### src/rtl/sample_arbiter_if.sv
// rtl/sample_arbiter_if.sv - request/grant, result and sample-pin bundle for sample_arbiter
interface sample_arbiter_if #(
  parameter int DATA_BITS = 16
);
  logic                 req_read;
  logic                 req_read_msp;
  logic                 req_bg;
  logic                 req_bg_msp;
  logic                 abort;
  logic                 gnt_read;
  logic                 gnt_bg;
  logic                 busy;
  logic                 sample_owner;
  logic [DATA_BITS-1:0] sample_data;
  logic                 sample_valid;
  logic                 adc_sample_ctl;
  logic                 adc_sample_clk;
  logic                 adc_sample_datain;
  logic                 msp_sample_ctl;
  logic                 msp_sample_clk;
  logic                 msp_sample_datain;

  // arbiter side
  modport slave (
    input  req_read, req_read_msp, req_bg, req_bg_msp, abort,
    input  adc_sample_datain, msp_sample_datain,
    output gnt_read, gnt_bg, busy, sample_owner, sample_data, sample_valid,
    output adc_sample_ctl, adc_sample_clk, msp_sample_ctl, msp_sample_clk
  );

  // requesters and the two serial devices
  modport master (
    output req_read, req_read_msp, req_bg, req_bg_msp, abort,
    output adc_sample_datain, msp_sample_datain,
    input  gnt_read, gnt_bg, busy, sample_owner, sample_data, sample_valid,
    input  adc_sample_ctl, adc_sample_clk, msp_sample_ctl, msp_sample_clk
  );
endinterface

### src/rtl/sample_arbiter.sv
// rtl/sample_arbiter.sv - round-robin owner of the shared ADC/MSP430 serial sample port
module sample_arbiter #(
  parameter int DATA_BITS    = 16,
  parameter int CLK_DIV      = 4,
  parameter int SETUP_CYCLES = 2
) (
  input  logic            clk,
  input  logic            reset,
  sample_arbiter_if.slave bus
);

  localparam int PH_MAX = (CLK_DIV > SETUP_CYCLES) ? CLK_DIV : SETUP_CYCLES;
  localparam int PW     = $clog2(PH_MAX + 1);
  localparam int BW     = $clog2(DATA_BITS + 1);

  localparam logic [PW-1:0] DIV_LAST   = PW'(CLK_DIV - 1);
  localparam logic [PW-1:0] SETUP_LAST = PW'(SETUP_CYCLES - 1);
  localparam logic [BW-1:0] BITS_ALL   = BW'(DATA_BITS);

  typedef enum logic [2:0] {IDLE, SETUP, HI, LO, DONE} state_t;

  state_t               state;
  logic [PW-1:0]        phase;
  logic [BW-1:0]        bit_cnt;
  logic [DATA_BITS-1:0] shreg;
  logic                 owner;       // 0 = read, 1 = bg for the transaction in flight
  logic                 last_owner;  // loser of the next tie
  logic                 sel_msp;     // source latched at grant

  logic                 pick_bg;
  logic                 pick_msp;
  logic                 cancel;
  logic                 din;

  // arbitration: a lone request wins, a tie goes to whoever was not served last
  always_comb begin
    pick_bg  = 1'b0;
    pick_msp = 1'b0;
    pick_bg  = bus.req_bg && (!bus.req_read || !last_owner);
    pick_msp = pick_bg ? bus.req_bg_msp : bus.req_read_msp;
  end

  assign cancel = bus.abort || (owner ? !bus.req_bg : !bus.req_read);
  assign din    = sel_msp ? bus.msp_sample_datain : bus.adc_sample_datain;

  // transaction FSM; every pin and handshake output comes straight from a flop
  always_ff @(posedge clk or posedge reset) begin
    if (reset) begin
      state              <= IDLE;
      phase              <= '0;
      bit_cnt            <= '0;
      shreg              <= '0;
      owner              <= 1'b0;
      last_owner         <= 1'b1;
      sel_msp            <= 1'b0;
      bus.gnt_read       <= 1'b0;
      bus.gnt_bg         <= 1'b0;
      bus.busy           <= 1'b0;
      bus.sample_owner   <= 1'b0;
      bus.sample_data    <= '0;
      bus.sample_valid   <= 1'b0;
      bus.adc_sample_ctl <= 1'b0;
      bus.adc_sample_clk <= 1'b0;
      bus.msp_sample_ctl <= 1'b0;
      bus.msp_sample_clk <= 1'b0;
    end else begin
      bus.sample_valid <= 1'b0;
      case (state)
        IDLE: begin
          if (bus.req_read || bus.req_bg) begin
            owner              <= pick_bg;
            last_owner         <= pick_bg;
            sel_msp            <= pick_msp;
            bus.gnt_read       <= !pick_bg;
            bus.gnt_bg         <= pick_bg;
            bus.adc_sample_ctl <= !pick_msp;
            bus.msp_sample_ctl <= pick_msp;
            bus.busy           <= 1'b1;
            phase              <= '0;
            bit_cnt            <= '0;
            state              <= SETUP;
          end
        end
        SETUP, HI, LO: begin
          if (cancel) begin
            // drop the port; last_owner keeps the grant just made
            bus.gnt_read       <= 1'b0;
            bus.gnt_bg         <= 1'b0;
            bus.adc_sample_ctl <= 1'b0;
            bus.adc_sample_clk <= 1'b0;
            bus.msp_sample_ctl <= 1'b0;
            bus.msp_sample_clk <= 1'b0;
            bus.busy           <= 1'b0;
            state              <= IDLE;
          end else if (state == SETUP) begin
            if (phase == SETUP_LAST) begin
              phase              <= '0;
              bus.adc_sample_clk <= !sel_msp;
              bus.msp_sample_clk <= sel_msp;
              state              <= HI;
            end else begin
              phase <= phase + 1'b1;
            end
          end else if (state == HI) begin
            if (phase == DIV_LAST) begin
              // capture on the falling sample_clk edge, MSB arrives first
              phase              <= '0;
              shreg              <= (shreg << 1) | DATA_BITS'(din);
              bit_cnt            <= bit_cnt + 1'b1;
              bus.adc_sample_clk <= 1'b0;
              bus.msp_sample_clk <= 1'b0;
              state              <= LO;
            end else begin
              phase <= phase + 1'b1;
            end
          end else begin
            if (phase == DIV_LAST) begin
              phase <= '0;
              if (bit_cnt == BITS_ALL) begin
                bus.gnt_read       <= 1'b0;
                bus.gnt_bg         <= 1'b0;
                bus.adc_sample_ctl <= 1'b0;
                bus.msp_sample_ctl <= 1'b0;
                bus.sample_data    <= shreg;
                bus.sample_owner   <= owner;
                bus.sample_valid   <= 1'b1;
                state              <= DONE;
              end else begin
                bus.adc_sample_clk <= !sel_msp;
                bus.msp_sample_clk <= sel_msp;
                state              <= HI;
              end
            end else begin
              phase <= phase + 1'b1;
            end
          end
        end
        DONE: begin
          bus.busy <= 1'b0;
          state    <= IDLE;
        end
        default: begin
          bus.busy <= 1'b0;
          state    <= IDLE;
        end
      endcase
    end
  end

endmodule

### src/flat_wrapper.sv
// flat-port wrapper written by rule: the top's interface ports become plain ports
module sample_arbiter_flat 
#(
  parameter int DATA_BITS    = 16,
  parameter int CLK_DIV      = 4,
  parameter int SETUP_CYCLES = 2
)
  (clk, reset, bus_req_read, bus_req_read_msp, bus_req_bg, bus_req_bg_msp, bus_abort, bus_adc_sample_datain, bus_msp_sample_datain, bus_gnt_read, bus_gnt_bg, bus_busy, bus_sample_owner, bus_sample_data, bus_sample_valid, bus_adc_sample_ctl, bus_adc_sample_clk, bus_msp_sample_ctl, bus_msp_sample_clk);
  sample_arbiter_if #(.DATA_BITS(DATA_BITS)) bus_i ();
  input  logic clk;
  input  logic reset;
  input wire logic [$bits(bus_i.req_read)-1:0] bus_req_read;
  input wire logic [$bits(bus_i.req_read_msp)-1:0] bus_req_read_msp;
  input wire logic [$bits(bus_i.req_bg)-1:0] bus_req_bg;
  input wire logic [$bits(bus_i.req_bg_msp)-1:0] bus_req_bg_msp;
  input wire logic [$bits(bus_i.abort)-1:0] bus_abort;
  input wire logic [$bits(bus_i.adc_sample_datain)-1:0] bus_adc_sample_datain;
  input wire logic [$bits(bus_i.msp_sample_datain)-1:0] bus_msp_sample_datain;
  output wire logic [$bits(bus_i.gnt_read)-1:0] bus_gnt_read;
  output wire logic [$bits(bus_i.gnt_bg)-1:0] bus_gnt_bg;
  output wire logic [$bits(bus_i.busy)-1:0] bus_busy;
  output wire logic [$bits(bus_i.sample_owner)-1:0] bus_sample_owner;
  output wire logic [$bits(bus_i.sample_data)-1:0] bus_sample_data;
  output wire logic [$bits(bus_i.sample_valid)-1:0] bus_sample_valid;
  output wire logic [$bits(bus_i.adc_sample_ctl)-1:0] bus_adc_sample_ctl;
  output wire logic [$bits(bus_i.adc_sample_clk)-1:0] bus_adc_sample_clk;
  output wire logic [$bits(bus_i.msp_sample_ctl)-1:0] bus_msp_sample_ctl;
  output wire logic [$bits(bus_i.msp_sample_clk)-1:0] bus_msp_sample_clk;
  assign bus_i.req_read = bus_req_read;
  assign bus_i.req_read_msp = bus_req_read_msp;
  assign bus_i.req_bg = bus_req_bg;
  assign bus_i.req_bg_msp = bus_req_bg_msp;
  assign bus_i.abort = bus_abort;
  assign bus_i.adc_sample_datain = bus_adc_sample_datain;
  assign bus_i.msp_sample_datain = bus_msp_sample_datain;
  assign bus_gnt_read = bus_i.gnt_read;
  assign bus_gnt_bg = bus_i.gnt_bg;
  assign bus_busy = bus_i.busy;
  assign bus_sample_owner = bus_i.sample_owner;
  assign bus_sample_data = bus_i.sample_data;
  assign bus_sample_valid = bus_i.sample_valid;
  assign bus_adc_sample_ctl = bus_i.adc_sample_ctl;
  assign bus_adc_sample_clk = bus_i.adc_sample_clk;
  assign bus_msp_sample_ctl = bus_i.msp_sample_ctl;
  assign bus_msp_sample_clk = bus_i.msp_sample_clk;
  sample_arbiter #(.DATA_BITS(DATA_BITS), .CLK_DIV(CLK_DIV), .SETUP_CYCLES(SETUP_CYCLES)) u_core (.clk(clk), .reset(reset), .bus(bus_i));
endmodule
### config.mk
export PLATFORM = sky130hd
export DESIGN_NAME = sample_arbiter_flat
export DESIGN_NICKNAME = d
export VERILOG_FILES = /design/src/rtl/sample_arbiter_if.sv /design/src/rtl/sample_arbiter.sv /design/src/flat_wrapper.sv
export SDC_FILE = /design/constraint.sdc
export NUM_CORES = 1
export LEC_CHECK = 0
export CORE_MARGIN = 3
export CORE_UTILIZATION = 55
export CTS_BUF_LIST = sky130_fd_sc_hd__clkbuf_8
export CTS_CLUSTER_SIZE = 30
export DETAILED_ROUTE_END_ITERATION = 10
export MAX_ROUTING_LAYER = met4
export PLACE_DENSITY = 0.79
export SYNTH_ARGS = -nofsm -noshare
export SYNTH_HDL_FRONTEND = slang
export SYNTH_SLANG_ARGS = --single-unit
### constraint.sdc
create_clock -name clk -period 2.4 [get_ports clk]
set_input_delay 0.48 -clock clk [delete_from_list [all_inputs] [get_ports clk]]
set_output_delay 0.48 -clock clk [all_outputs]
set_load 0.02 [all_outputs]
After elaboration in Yosys (flattened, before gate mapping)
Cells that the tools add are included.
{"block": "op_classes", "n_addsub": 2, "n_mul": 0, "div_mod_pow": 0, "order_cmp": 0, "n_eq_ne": 20, "n_shift": 0, "muxes": 59, "n_bitwise": 4, "n_reduce_logical": 23}
{"cell": "3-bit two-way mux", "n": 13}
{"cell": "1-bit two-way mux", "n": 33}
{"cell": "5-bit two-way mux", "n": 5}
{"cell": "6-bit AND reduction", "n": 3}
{"cell": "16-bit by 1-bit bitwise OR with 16-bit output", "n": 1}
{"cell": "3-bit case mux with 2 select lines", "n": 2}
{"cell": "1-bit case mux with 2 select lines", "n": 5}
{"cell": "5-bit case mux with 2 select lines", "n": 1}
{"cell": "3-bit by 2-bit equality test with 1-bit output (second input constant)", "n": 3}
{"cell": "3-bit by 2-bit != test with 1-bit output (second input constant)", "n": 3}
{"cell": "2-bit by 1-bit != test with 1-bit output (second input constant)", "n": 4}
{"cell": "4-bit by 1-bit != test with 1-bit output (second input constant)", "n": 2}
{"cell": "3-bit by 1-bit equality test with 1-bit output (second input constant)", "n": 2}
{"cell": "1-bit zero test", "n": 6}
{"cell": "3-bit by 1-bit != test with 1-bit output (second input constant)", "n": 2}
{"cell": "3-bit AND reduction", "n": 2}
{"cell": "5-bit by 1-bit adder with 5-bit output (second input constant)", "n": 1}
{"cell": "5-bit equality test (second input constant)", "n": 1}
{"cell": "5-bit AND reduction", "n": 1}
{"cell": "2-bit != test (second input constant)", "n": 2}
{"cell": "4-bit by 3-bit != test with 1-bit output (second input constant)", "n": 1}
{"cell": "2-bit AND reduction", "n": 2}
{"cell": "4-bit AND reduction", "n": 1}
{"cell": "3-bit by 1-bit adder with 3-bit output (second input constant)", "n": 1}
{"cell": "other kinds (7)", "n": 11}
{"block": "word_totals", "reg_bits": 55, "latchBits": 0, "ramBits": 0, "rom_bits": 0, "inputBits": 9, "out_inout_bits": 25, "elab_cells": 125, "mem_count": 0}

Depth between registers and ports, before layout
{"block": "logic_depth", "word_depth": 7, "mapped_depth": 8, "depth_no_buf": 6}

Worst setup path before layout
Ideal clock, no wire load.
{"block": "synth_timing", "path_type": "register to register", "startpoint": "register u_core.phase[0]", "endpoint": "register u_core.bus.sample_data[11]", "setup_ns": 0.125, "t_arrival_ns": 1.960, "required_ns": 2.275, "path_slack_ns": 0.315, "stages_incl_launch_ff": 8, "path_buffers": 2, "synth_period_minus_slack_ns": 2.085, "path_cell_list": "dfrtp_1 -> ha_1 -> ha_1 -> inv_1 -> or4_1 -> buf_6 -> buf_6 -> mux2_4"}
{"block": "synth_via", "elab_chain_cells": 2}
{"item": "start: declaration", "line": "sample_arbiter.sv:23", "source": "logic [PW-1:0] phase;"}
{"item": "start signal: assignment", "line": "sample_arbiter.sv:102", "source": "phase <= phase + 1'b1;"}
{"item": "start signal: assignment", "line": "sample_arbiter.sv:114", "source": "phase <= phase + 1'b1;"}
{"item": "start signal: assignment", "line": "sample_arbiter.sv:134", "source": "phase <= phase + 1'b1;"}
{"item": "3-bit by 2-bit equality test with 1-bit output", "line": "sample_arbiter.sv:117", "source": "if (phase == DIV_LAST) begin"}
{"item": "6-bit AND reduction (no line)"}
{"item": "end signal: assignment", "line": "sample_arbiter.sv:124", "source": "bus.sample_data <= shreg;"}
{"item": "end: declaration", "line": "sample_arbiter_if.sv:27", "source": "output gnt_read, gnt_bg, busy, sample_owner, sample_data, sample_valid,"}
Every way passes these cells.
A chain may end at the register's enable or synchronous reset.

Worst setup path after layout
Ends and elaborated chain as after synthesis.

==> metrics.cfg <==
[status]
status=finished, final reports clean

[finish]
diodes=0
final_area_sq_um=3090
final_common_cell=dfrtp_1
area_delta_synth_final_pct=22.4
postLayoutCoreUtil_pct=70.4
most-common-layout-cells=dfrtp_1 (54), clkdlybuf4s50_1 (33), mux2_2 (24), inv_1 (13), buf_4 (11)
final_cells=303
drive_above_1_share_pct=24.3
nets=266

[floorplan]
start_util_pct=57.5
die_w_um=73.7
core-area_sq_um=4380
die_h_um=73.7
std_cell_rows=24
pin_count=34
design.die.area_sq_um=5430

[timing]
relSlewSlack_pct=77.6
max_freq_mhz=457
post-route-period-util_pct=91.2
postLayoutSetupSlackWorst_ns=0.211
post-route-min-period_ns=2.19
finalHoldViolCount=0
setup_viol=0
finalMaxSlewViolations=0
skew_ns=0.00752
worst_pin_slew_ns=0.333
rsz0062_at_grt=no

[power_and_ir_drop]
leakagePower_nw=1.50
pwr-share-seq_pct=47.6
power.density_nw_per_um2=761
pwr-share-comb_pct=30.1
switching_share_pct=34.0
pwr-share-clk_pct=22.3
power.net_switching_uw=798
total_power_mw=2.35
p_int_mw=1.55
ir_worst_vdd_uv=661

[setup_path]
r2r-start=u_core.phase[0]
r2r_end=u_core.bus.sample_data[11]
worstRegToRegCells=6
start_kind=flop
arrival_ns=2.40
r2r_setup_slack_ns=0.21
worst_path_max_delay_cell=or4_1
cp_slowest_stage_delay_ns=0.58
crit_type=reg2reg
path_max_fanout=19
crit_top_cell=ha_1
cp.required_ns=2.61
path_cells=ha_1, ha_1, inv_1, or4_1, buf_12, mux2_4
end_kind=flop
cp-startpoint=u_core.phase[0]

[clock_tree]
cts_tree=yes
cts_root_buffer=clkbuf_8
numCtsBuffers=5
insertion_delay_ns=0.31
cts_setup_buffers=0
clk_pin_slew_ns=0.10
clock-sinks=55
hold_buffers=0
cts_htree_levels=2
cts_resized=0
cts_buffer_depth=2

[drt]
wl_met2_mm=2.18
drt_first_iter_violations=102
wl_met3_um=190
top_layer=met4
dr.pass1.iters=4
ant_nets=0
drt-total-wl_mm=4.67
via_count=1708
wl_met1_mm=2.23
via_per_inst=5.64
drc=0
wire_per_inst_um=15.4

[yosys]
yosysWarnings=0
syn_inst=204
syn_nets=220
synth_edf_count=0
syn_area_sq_um=2520
yosysSeqAreaShare_pct=54.6
ys.flop_type=dfrtp_1
synth_cell_types=44
async_flop_share_pct=100
postSynthAreaPerCell_sq_um=12.4
ys_ff_latch=55

[grt]
overflow=0
grt_max_degree=56
grt_pass1_wl_mm=7.88
grt_util_all_layers_pct=19.6
antenna_found_initial=0
grt_pass1_vias=1668

[placement]
gp_congestion=0.874
port_buffers=33
placed_cell_area_sq_um=3000
hpwl_mm=3.34
place_ws_ns=-0.0700
placed_cells=295

[job]
drv_cap=0

[worst_hold_path]
min_to=u_core.bus.gnt_read
hold_path.startpoint=u_core.bus.gnt_read
whs_path_depth=1
hold_path_class=reg2reg

==> critical path, delay by kind of cell, from the launching register on <==
family / cells / cell delay, ns
adders and majority gates: 2 / 0.44
and+or+nand+nor: 1 / 0.58
buffers and inverters: 2 / 0.34
muxes: 1 / 0.30
DFF: 1 / 0.42
==> layout make-up <==
| type | count | area [sq um] |
|---|---|---|
| inverter | 14 | 52.6 |
| tap | 52 | 65.1 |
| sequential | 55 | 1380 |
| multi-input combinational | 128 | 1050 |
| clock inverter | 3 | 22.5 |
| clock buffer | 5 | 68.8 |
| timing repair buffer | 46 | 453 |
| fill | 320 | 1300 |
==> kinds of logic after synthesis <==
family,share of synthesized area (%)
buffers and inverters,3.87
multiplexers,17.2
AND/OR/NAND/NOR,9.67
AO/OA/AOI/OAI,11.2
adder cells (fa/ha/maj),3.47
flip-flops,54.6
==> power groups by stage <==
stage               sequential (mW)  clock [mW]  combinational [mW]
floorplan                      1.14           0               0.435
global placement               1.13           0               0.690
detailed placement             1.13           0               0.699
CTS                            1.12       0.535               0.705
global route                   1.13       0.579               0.785
finish                         1.12       0.524               0.706
==> layer usage <==
metal	up-vias	global-route usage, %
li1	820	-
met1	839	27.0
met2	44	28.5
met3	5	4.79
met4	0	6.04
met5	-	-
==> cell usage after synthesis, types with 4 or more instances <==
master / count / area, sq um
a21oi_1: 10 / 50.1
a22o_1: 4 / 35.0
dfrtp_1: 54 / 1350
ha_1: 7 / 87.6
inv_1: 14 / 52.6
mux2_2: 24 / 270
mux2_4: 8 / 120
nand2_1: 10 / 37.5
nor2_1: 8 / 30.0
nor3_1: 4 / 20.0
o21ai_0: 7 / 35.0
==> through the flow <==
stage | TNS [ns] | hold slack, ns
6_report | 0 | 0.495
3_3_place_gp | -0.0464 | 0.471
2_1_floorplan | 0 | 0.464
4_1_cts | 0 | 0.500
3_5_place_dp | -0.885 | 0.468
5_1_grt | 0 | 0.517
==> worst max path at each step <==
stage                                 endpoint  cells past startpoint
floorplan           u_core.bus.sample_data[11]                      7
finish              u_core.bus.sample_data[11]                      6
CTS                 u_core.bus.sample_data[11]                      6
detailed placement  u_core.bus.sample_data[11]                      6
global route         u_core.bus.sample_data[7]                      6
global placement    u_core.bus.sample_data[15]                      6
==> state kept, by name, indices dropped and copies added, names as in the netlist, 3 cells and up <==
name                    flops
u_core.bus.sample_data     16
u_core.shreg               16
u_core.bit_cnt              5
u_core.phase                3
u_core.state                3
Note: power is estimated with default switching activity, not from simulation.
